## src/rtl/divider_pkg.sv

```systemverilog
// Shared constants and state encoding for the iterative restoring divider.
package divider_pkg;
  localparam int DIV_WIDTH = 32;
  localparam int DIV_CNT_W = $clog2(DIV_WIDTH);

  typedef enum logic [1:0] {
    DIV_IDLE = 2'd0,
    DIV_CALC = 2'd1,
    DIV_DONE = 2'd2
  } div_state_e;
endpackage

```

## src/rtl/div_step.sv

```systemverilog
// One combinational radix-2 restoring step: shift in a dividend bit, trial-subtract.
module div_step #(
  parameter int WIDTH = 32
) (
  input  logic [WIDTH:0]   prem,
  input  logic             dbit,
  input  logic [WIDTH-1:0] dsr,
  output logic [WIDTH:0]   prem_nxt,
  output logic             qbit
);
  logic [WIDTH:0]   shifted;
  logic [WIDTH+1:0] diff;

  assign shifted = {prem[WIDTH-1:0], dbit};
  assign diff    = {1'b0, shifted} - {2'b00, dsr};
  // A set prem MSB means the true shifted value exceeds any divisor, so the
  // subtract must succeed; the low bits of diff stay correct under wrap.
  assign qbit     = prem[WIDTH] | ~diff[WIDTH+1];
  assign prem_nxt = qbit ? diff[WIDTH:0] : shifted;
endmodule

```

## src/rtl/divider.sv

```systemverilog
// Iterative signed/unsigned divider: valid/ready operands in, held result out, cancel flush.
module divider
  import divider_pkg::*;
#(
  parameter int WIDTH = DIV_WIDTH
) (
  input  logic             clk,
  input  logic             resetn,
  input  logic             in_valid,
  output logic             in_ready,
  input  logic             div_signed,
  input  logic [WIDTH-1:0] dividend,
  input  logic [WIDTH-1:0] divisor,
  output logic             out_valid,
  input  logic             out_ready,
  output logic [WIDTH-1:0] quotient,
  output logic [WIDTH-1:0] remainder,
  input  logic             cancel
);
  localparam int CW = $clog2(WIDTH);

  div_state_e       state_q, state_d;
  logic [CW-1:0]    cnt_q;
  logic [WIDTH-1:0] dvd_q, dsr_q, raw_q;
  logic [WIDTH:0]   prem_q;
  logic             q_neg_q, r_neg_q, dz_q;

  logic             accept, last_step, step_qbit;
  logic [WIDTH:0]   step_prem;
  logic [WIDTH-1:0] dvd_abs, dsr_abs, q_mag, r_mag, q_fix, r_fix;

  assign accept    = in_valid && in_ready && !cancel;
  assign last_step = (state_q == DIV_CALC) && (cnt_q == CW'(WIDTH-1));

  assign dvd_abs = (div_signed && dividend[WIDTH-1]) ? -dividend : dividend;
  assign dsr_abs = (div_signed && divisor[WIDTH-1])  ? -divisor  : divisor;

  div_step #(.WIDTH(WIDTH)) u_step (
    .prem     (prem_q),
    .dbit     (dvd_q[WIDTH-1]),
    .dsr      (dsr_q),
    .prem_nxt (step_prem),
    .qbit     (step_qbit)
  );

  // Quotient bits shift into the vacated low end of the dividend register.
  assign q_mag = {dvd_q[WIDTH-2:0], step_qbit};
  assign r_mag = step_prem[WIDTH-1:0];
  assign q_fix = dz_q ? '1    : (q_neg_q ? -q_mag : q_mag);
  assign r_fix = dz_q ? raw_q : (r_neg_q ? -r_mag : r_mag);

  always_ff @(posedge clk or negedge resetn) begin
    if (!resetn) state_q <= DIV_IDLE;
    else         state_q <= state_d;
  end

  always_comb begin
    state_d = state_q;
    unique case (state_q)
      DIV_IDLE: if (accept)    state_d = DIV_CALC;
      DIV_CALC: if (last_step) state_d = DIV_DONE;
      DIV_DONE: if (out_ready) state_d = DIV_IDLE;
      default:                 state_d = DIV_IDLE;
    endcase
    if (cancel) state_d = DIV_IDLE;
  end

  always_comb begin
    in_ready  = (state_q == DIV_IDLE);
    out_valid = (state_q == DIV_DONE);
  end

  always_ff @(posedge clk or negedge resetn) begin
    if (!resetn) begin
      cnt_q     <= '0;
      dvd_q     <= '0;
      dsr_q     <= '0;
      raw_q     <= '0;
      prem_q    <= '0;
      q_neg_q   <= 1'b0;
      r_neg_q   <= 1'b0;
      dz_q      <= 1'b0;
      quotient  <= '0;
      remainder <= '0;
    end else if (accept) begin
      cnt_q   <= '0;
      dvd_q   <= dvd_abs;
      dsr_q   <= dsr_abs;
      raw_q   <= dividend;
      prem_q  <= '0;
      q_neg_q <= div_signed && (dividend[WIDTH-1] ^ divisor[WIDTH-1]);
      r_neg_q <= div_signed && dividend[WIDTH-1];
      dz_q    <= (divisor == '0);
    end else if (state_q == DIV_CALC && !cancel) begin
      cnt_q  <= cnt_q + 1'b1;
      dvd_q  <= q_mag;
      prem_q <= step_prem;
      if (last_step) begin
        quotient  <= q_fix;
        remainder <= r_fix;
      end
    end
  end
endmodule

```

## config.mk

```make
export PLATFORM = sky130hd
export DESIGN_NAME = divider
export DESIGN_NICKNAME = d
export VERILOG_FILES = /design/src/rtl/divider_pkg.sv /design/src/rtl/div_step.sv /design/src/rtl/divider.sv
export SDC_FILE = /design/constraint.sdc
export NUM_CORES = 1
export LEC_CHECK = 0
export CAP_MARGIN = 20
export CORE_MARGIN = 10
export CORE_UTILIZATION = 45
export DETAILED_ROUTE_END_ITERATION = 16
export PLACE_DENSITY_LB_ADDON = 0.25
export SKIP_CTS_REPAIR_TIMING = 1
export SYNTH_ARGS = -nofsm -noshare
export SYNTH_HDL_FRONTEND = slang
export SYNTH_SLANG_ARGS = --single-unit
```

## constraint.sdc

```tcl
create_clock -name clk -period 4 [get_ports clk]
set_input_delay 1 -clock clk [delete_from_list [all_inputs] [get_ports clk]]
set_output_delay 1 -clock clk [all_outputs]
set_load 0.01 [all_outputs]
```

==> reports/results.txt, run 1 <==
Status -> finished, violations left
Violated checks -> setup timing
CP arrival -> 4600 ps
Clock Tree Buf Depth -> 3
Crit Path Class -> reg -> reg
Routed via count -> 12847
Hold path depth -> 2
Clock buffer count from CTS -> 24
End of the worst hold path -> dz_q
Cell Area, Placed -> 15700 um2
Dpl cells -> 2181
Layout fillers -> 2666
Largest area contributor in the netlist -> dfrtp_1
Worst-margin pin slew -> 1090 ps
Async set or reset register ratio after synthesis -> 100%
Worst VDD drop -> 0.000434 V
Critical R2R Capture -> remainder[27]
Final hold slack -> 471 ps
Max FO, Critical Path -> 6
Top-count cell post-synth -> nand2_1
Grt ovf -> 0
Pin count of the biggest net entering global routing -> 156
Final Hold Viols -> 0
Post-synth top cells -> nand2_1, dfrtp_1, o21ai_0
Antenna violation net count after detailed routing -> 0
Fmax -> 0.241 GHz
Gr usage total -> 22.1%
Sequential fraction of the synthesis area -> 38.1%
DR pass1 iterations -> 5
Worst path max stage delay -> 560 ps
CTS tree -> yes
Pwr Density -> 752 nW/um2
Design area -> 16800 um2
Setup WS post-layout -> -151 ps
Wire per inst -> 18.6 um
Buf+Inv Stages, Crit Path -> 3
Full die area -> 36900 um2
Post-DP HPWL -> 31.0 mm
First-pass GRT wire length -> 66.9 mm
Clock Sinks -> 203
Routed wire length -> 41.7 mm
Initial core utilization -> 46.0%
Port bufs -> 135
Final setup viols -> 7
Synth-to-Final Area Change -> 25.9%
Final cycle utilization of the critical path -> 104%
DRT iter0 DRCs -> 1035
Worst-skew pair later-pin latency -> 540 ps
Syn Nets -> 1758
HP Start -> dz_q
Synth area leaders -> dfrtp_1, nand2_1, o21ai_0, xor2_1, a21oi_1
Core region area -> 29000 um2
H-tree levels -> 1
Yosys cell types -> 86
Fin. max-slew vios -> 0
DR DRC count -> 0
Boundary Pins -> 136
Internal power -> 7.00 mW
Utilization after layout -> 57.9%
CP max-delay cell -> or4_4
Leak -> 7.41 nW
Setup TNS -> -500 ps
Sequential share of power -> 22.7%
Die Ht -> 192 um
Width of the die -> 192 um
Worst Path Required -> 4450 ps
Clock group share of total power -> 17.5%
CP top delay family -> simple AND/OR/NAND/NOR gates
Std-Cell Rows -> 62
Clock period minus worst slack -> 4150 ps
RSZ-0062 raised after global routing -> true
Share of the synthesized area in the top cell type -> 38.1%
NumNets Final -> 1945
FF-to-FF path depth -> 16
Comb pwr share -> 59.8%
Total power -> 12.6 mW
Min-delay worst type -> reg -> reg
Vias per inst -> 5.74
Synthesized flop and latch total -> 203
Cells along the critical path -> inv_2 -> ha_4 -> inv_2 -> fa_2 -> a21o_1 -> buf_6 -> a221o_1 -> and4_4 -> or3_4 -> or4_4 -> nor4_4 -> o211ai_4 -> o31ai_1 -> xor2_1 -> mux2i_1 -> o21ai_1
Antenna violations before repair -> 1
Max-cap violations -> 0
Endpoint class of the critical path -> flop
Post-Layout Cell Count -> 2237
Psw -> 5.63 mW
Worst slack at placement -> -110 ps
Most used flip-flop cell after synthesis -> dfrtp_1
Headroom to the max-slew limit -> 27.4%
Skew final -> 15.0 ps
Most frequent CP cell -> inv_2
Worst Setup Start Kind -> flop
R2r setup slk -> -150 ps
Worst-path clk slew -> 60 ps
Share of post-route cells with drive strength above 1 -> 12.5%
Reg-to-reg startpoint -> dvd_q[31]
Synth warn -> 0
Mapped Cells -> 1649
Syn Std Cell Area -> 13300 um2
CTS root buf -> clkbuf_16
Switching part of the total -> 44.6%
Post-synth EDFFs -> 0
Syn avg cell area -> 8.09 um2
Vias in the first global route -> 12434
Gpl congestion -> 0.961
## power by group through the flow
stage / Combinational, mW / Sequential (mW) / Clock (mW)
2_1_floorplan: 4.83 / 2.72 / 0
3_3_place_gp: 6.91 / 2.87 / 0
3_5_place_dp: 7.00 / 2.87 / 0
4_1_cts: 7.04 / 2.84 / 2.25
5_1_grt: 8.28 / 2.91 / 2.34
6_report: 7.55 / 2.86 / 2.21
## state kept, by name, summed over array words and instances, names as in the netlist
name and count:
dsr_q 32, dvd_q 32, quotient 32, remainder 32
prem_q 33, state_q 2, dz_q 1, cnt_q 5
q_neg_q 1, raw_q 32, r_neg_q 1
## metal layers
layer | wire [um] | global-route usage (%) | vias to the layer above
met5 | 0 | 0 | -
met4 | 720 | 4.98 | 0
met3 | 2610 | 2.72 | 56
met2 | 19400 | 35.2 | 435
met1 | 19000 | 31.2 | 6211
li1 | - | - | 6145
## area by class of cell
class | count | area, um2 | area share, %
Clock inverter | 10 | 121 | 0.723
Inverter | 56 | 213 | 1.27
Antenna cell | 1 | 2.50 | 0.0149
Tap cell | 384 | 480 | 2.86
Timing Repair Buffer | 247 | 2240 | 13.4
Clock buffer | 32 | 671 | 4.00
Multi-Input combinational cell | 1304 | 7970 | 47.5
Sequential cell | 203 | 5080 | 30.3
## worst max path at each step
stage,depth (start not counted),endpoint,startpoint
global placement,16,remainder[25],dvd_q[31]
finish,16,remainder[27],dvd_q[31]
global route,16,remainder[25],dvd_q[31]
detailed placement,17,remainder[30],dvd_q[31]
floorplan,23,remainder[30],prem_q[5]
CTS,17,remainder[30],dvd_q[31]
## kinds of logic after synthesis
logic type	synth area share (%)
AO/OA/AOI/OAI	19.7
XOR/XNOR	9.26
adder cells (fa/ha/maj)	3.71
buffers and inverters	4.31
flip-flops	38.1
multiplexers	2.89
AND/OR/NAND/NOR	22.1
## worst reg2reg max path: stages (launching register included)
cell and delay, ps:
dfrtp_1 390, inv_2 80, ha_4 130, inv_2 40, fa_2 340, a21o_1 220, buf_6 130, a221o_1 310
and4_4 200, or3_4 350, or4_4 560, nor4_4 440, o211ai_4 190, o31ai_1 300, xor2_1 180, mux2i_1 90
o21ai_1 130
## cells in the final DEF (no fill, tap or decap), types with 12 or more instances in the layout
cell type	count
nor3_1	26
a31oi_1	42
dfrtp_1	202
nand4_1	12
inv_1	52
mux2i_1	30
clkdlybuf4s50_1	134
a21oi_1	107
xnor2_1	60
clkbuf_16	24
o21ai_1	13
o21ai_0	145
nor4_1	17
or4_1	14
nand3_1	19
ha_1	31
nand2_1	335
buf_4	106
o31ai_1	20
or3_1	13
nor2_1	143
xor2_1	81
Note: power is estimated with default switching activity, not from simulation.
==> run 2, diff against run 1 <==
--- a/config.mk
+++ b/config.mk
@@ -8,9 +8,11 @@
 export CAP_MARGIN = 20
 export CORE_MARGIN = 10
 export CORE_UTILIZATION = 45
+export CTS_CLUSTER_SIZE = 16
 export DETAILED_ROUTE_END_ITERATION = 16
-export PLACE_DENSITY_LB_ADDON = 0.25
+export PLACE_DENSITY_LB_ADDON = 0.08
 export SKIP_CTS_REPAIR_TIMING = 1
 export SYNTH_ARGS = -nofsm -noshare
 export SYNTH_HDL_FRONTEND = slang
+export SYNTH_HIERARCHICAL = 1
 export SYNTH_SLANG_ARGS = --single-unit
==> run 2 against run 1 <==
The flow still finishes with violations (setup timing). Sequential power is 5% lower. Die area up 0.79%. First-iteration DRC count is 11% lower. Synthesized cell count decreased by 1.5%. Cell count rose by 2.4%. Non-clock buffer count up 87. Count of clock-buffer cells in the layout up 3. Via count up 0.30%. Synthesized area rose by 0.88%.
==> reports/results.txt, run 2 <==
Clock Sinks -> 203
Syn Nets -> 1734
Worst Path Required -> 4400 ps
Worst VDD drop -> 0.000624 V
Headroom to the max-slew limit -> 45.1%
Share of post-route cells with drive strength above 1 -> 19.6%
CTS tree -> yes
Worst-skew pair later-pin latency -> 530 ps
Final cycle utilization of the critical path -> 104%
Clock buffer count from CTS -> 25
Cell Area, Placed -> 16400 um2
Post-synth EDFFs -> 0
Syn Std Cell Area -> 13500 um2
Die Ht -> 193 um
Leak -> 7.97 nW
Boundary Pins -> 136
First-pass GRT wire length -> 67.2 mm
Worst Setup Start Kind -> flop
Wire per inst -> 18.8 um
Max FO, Critical Path -> 8
Std-Cell Rows -> 63
Gpl congestion -> 0.921
Mapped Cells -> 1625
Full die area -> 37200 um2
Skew final -> 12.8 ps
Status -> finished, violations left
Post-DP HPWL -> 31.9 mm
Vias in the first global route -> 12688
CTS root buf -> clkbuf_16
Worst-margin pin slew -> 824 ps
Most frequent cells in the layout -> nand2_1, dfrtp_1, buf_4, a21oi_1, clkdlybuf4s50_1
H-tree levels -> 1
Final Hold Viols -> 0
Routed via count -> 12885
DRT iter0 DRCs -> 918
Synth warn -> 6
Most common cell after layout, fill and taps aside -> nand2_1
Yosys cell types -> 86
Crit Path Class -> reg -> reg
DR pass1 iterations -> 5
Clock Tree Buf Depth -> 3
Vias per inst -> 5.62
Min-delay worst type -> reg -> reg
Initial core utilization -> 45.5%
Clock period minus worst slack -> 4180 ps
Synth-to-Final Area Change -> 33.7%
Design area -> 18000 um2
Antenna violation net count after detailed routing -> 0
DR DRC count -> 0
Final setup viols -> 4
Endpoint class of the critical path -> flop
Worst-path clk slew -> 60 ps
Post-synth top cells -> nand2_1, dfrtp_1, a21oi_1
Share of the synthesized area in the top cell type -> 37.8%
Post-Layout Cell Count -> 2291
Grt ovf -> 0
Core region area -> 29600 um2
Sequential fraction of the synthesis area -> 37.8%
Largest area contributor in the netlist -> dfrtp_1
Gr usage total -> 22.3%
Most used flip-flop cell after synthesis -> dfrtp_1
RSZ-0062 raised after global routing -> true
NumNets Final -> 1995
Syn avg cell area -> 8.28 um2
Top-count cell post-synth -> nand2_1
CP arrival -> 4580 ps
Max-cap violations -> 0
Most flops, register -> prem_q
Routed wire length -> 43.0 mm
Synth area leaders -> dfrtp_1, nand2_1, a21oi_1, xor2_1, ha_1
Setup WS post-layout -> -178 ps
Violated checks -> setup timing
Utilization after layout -> 60.9%
Pin count of the biggest net entering global routing -> 92
Max FFs per register -> 33
Port bufs -> 135
Dpl cells -> 2236
Fmax -> 0.239 GHz
Fin. max-slew vios -> 0
Synthesized flop and latch total -> 203
Async set or reset register ratio after synthesis -> 100%
Width of the die -> 193 um
Pwr Density -> 769 nW/um2
Antenna violations before repair -> 2
run 2: cell count changes in the layout (fill, tap and decap cells not counted), sizes merged, moves of 16 or more:
cell	before	now
a21oi	112	151
a31oi	43	26
and3	6	37
buf	112	199
nand2	336	290
nand3	19	52
nor2	147	105
o21ai	159	118
o31ai	25	41
run 2: worst paths after layout:
| path | from | to | slack, ps | cells past startpoint |
|---|---|---|---|---|
| max in group asynchronous | resetn | prem_q[20] | 2470 | 2 |
| worst max register to register | prem_q[17] | remainder[31] | -180 | 15 |
| worst min-delay path | raw_q[14] | raw_q[14] | 470 | 2 |
| min in group asynchronous | resetn | dsr_q[30] | 490 | 1 |
| worst min register to register | raw_q[14] | raw_q[14] | 470 | 2 |
| worst max-delay path | prem_q[17] | remainder[31] | -180 | 15 |
run 2: worst max-delay path, cell delays in order, from the launching register on:
cell	delay (ps)
dfrtp_1	420
ha_4	270
a211oi_2	200
o211ai_1	200
a211oi_4	280
and2_4	190
o21ai_4	70
a21oi_4	210
inv_4	80
buf_8	150
mux2_4	300
or4_4	490
or4_4	540
o41ai_4	400
xor2_1	190
o21ai_1	70
run 2: cell families after synthesis:
| kind of cell | count (synthesis) | share of synthesized area, % |
|---|---|---|
| compound gates | 433 | 20.4 |
| xor+xnor | 124 | 8.07 |
| fa+ha+maj | 39 | 3.68 |
| buf+inv | 163 | 5.08 |
| mux | 40 | 3.40 |
| flops | 203 | 37.8 |
| simple gates | 623 | 21.6 |
run 2: cell type report:
| class | count | area [um2] |
|---|---|---|
| fill | 2635 | 11600 |
| multi-input combinational | 1259 | 8400 |
| sequential | 203 | 5080 |
| timing repair buffer | 334 | 2980 |
| clock buffer | 35 | 723 |
| tap | 390 | 488 |
| inverter | 63 | 239 |
| clock inverter | 6 | 83.8 |
| antenna | 1 | 2.50 |
run 2: through the flow:
stage	hold slack (ps)	TNS [ps]	power (mW)	setup slack (ps)
detailed placement	458	-4260	10.1	-350
floorplan	438	0	6.83	1.80
global placement	458	-2800	10.0	-251
finish	472	-309	13.8	-178
CTS	472	-5190	12.4	-398
global route	499	-2250	14.7	-339
run 2: power by group:
group	internal (mW)	leakage (nW)	total, mW	switching (mW)
registers	2.37	2.64	2.72	0.344
clock network	1.37	0.400	2.26	0.884
logic	4.24	4.93	8.86	4.62
run 2: routing by layer:
layer	vias to the layer above	global-route usage (%)	wire length [um]
li1	6276	-	-
met1	6267	31.2	19500
met2	297	35.8	20200
met3	43	3.67	2520
met4	2	4.26	649
met5	-	0	13
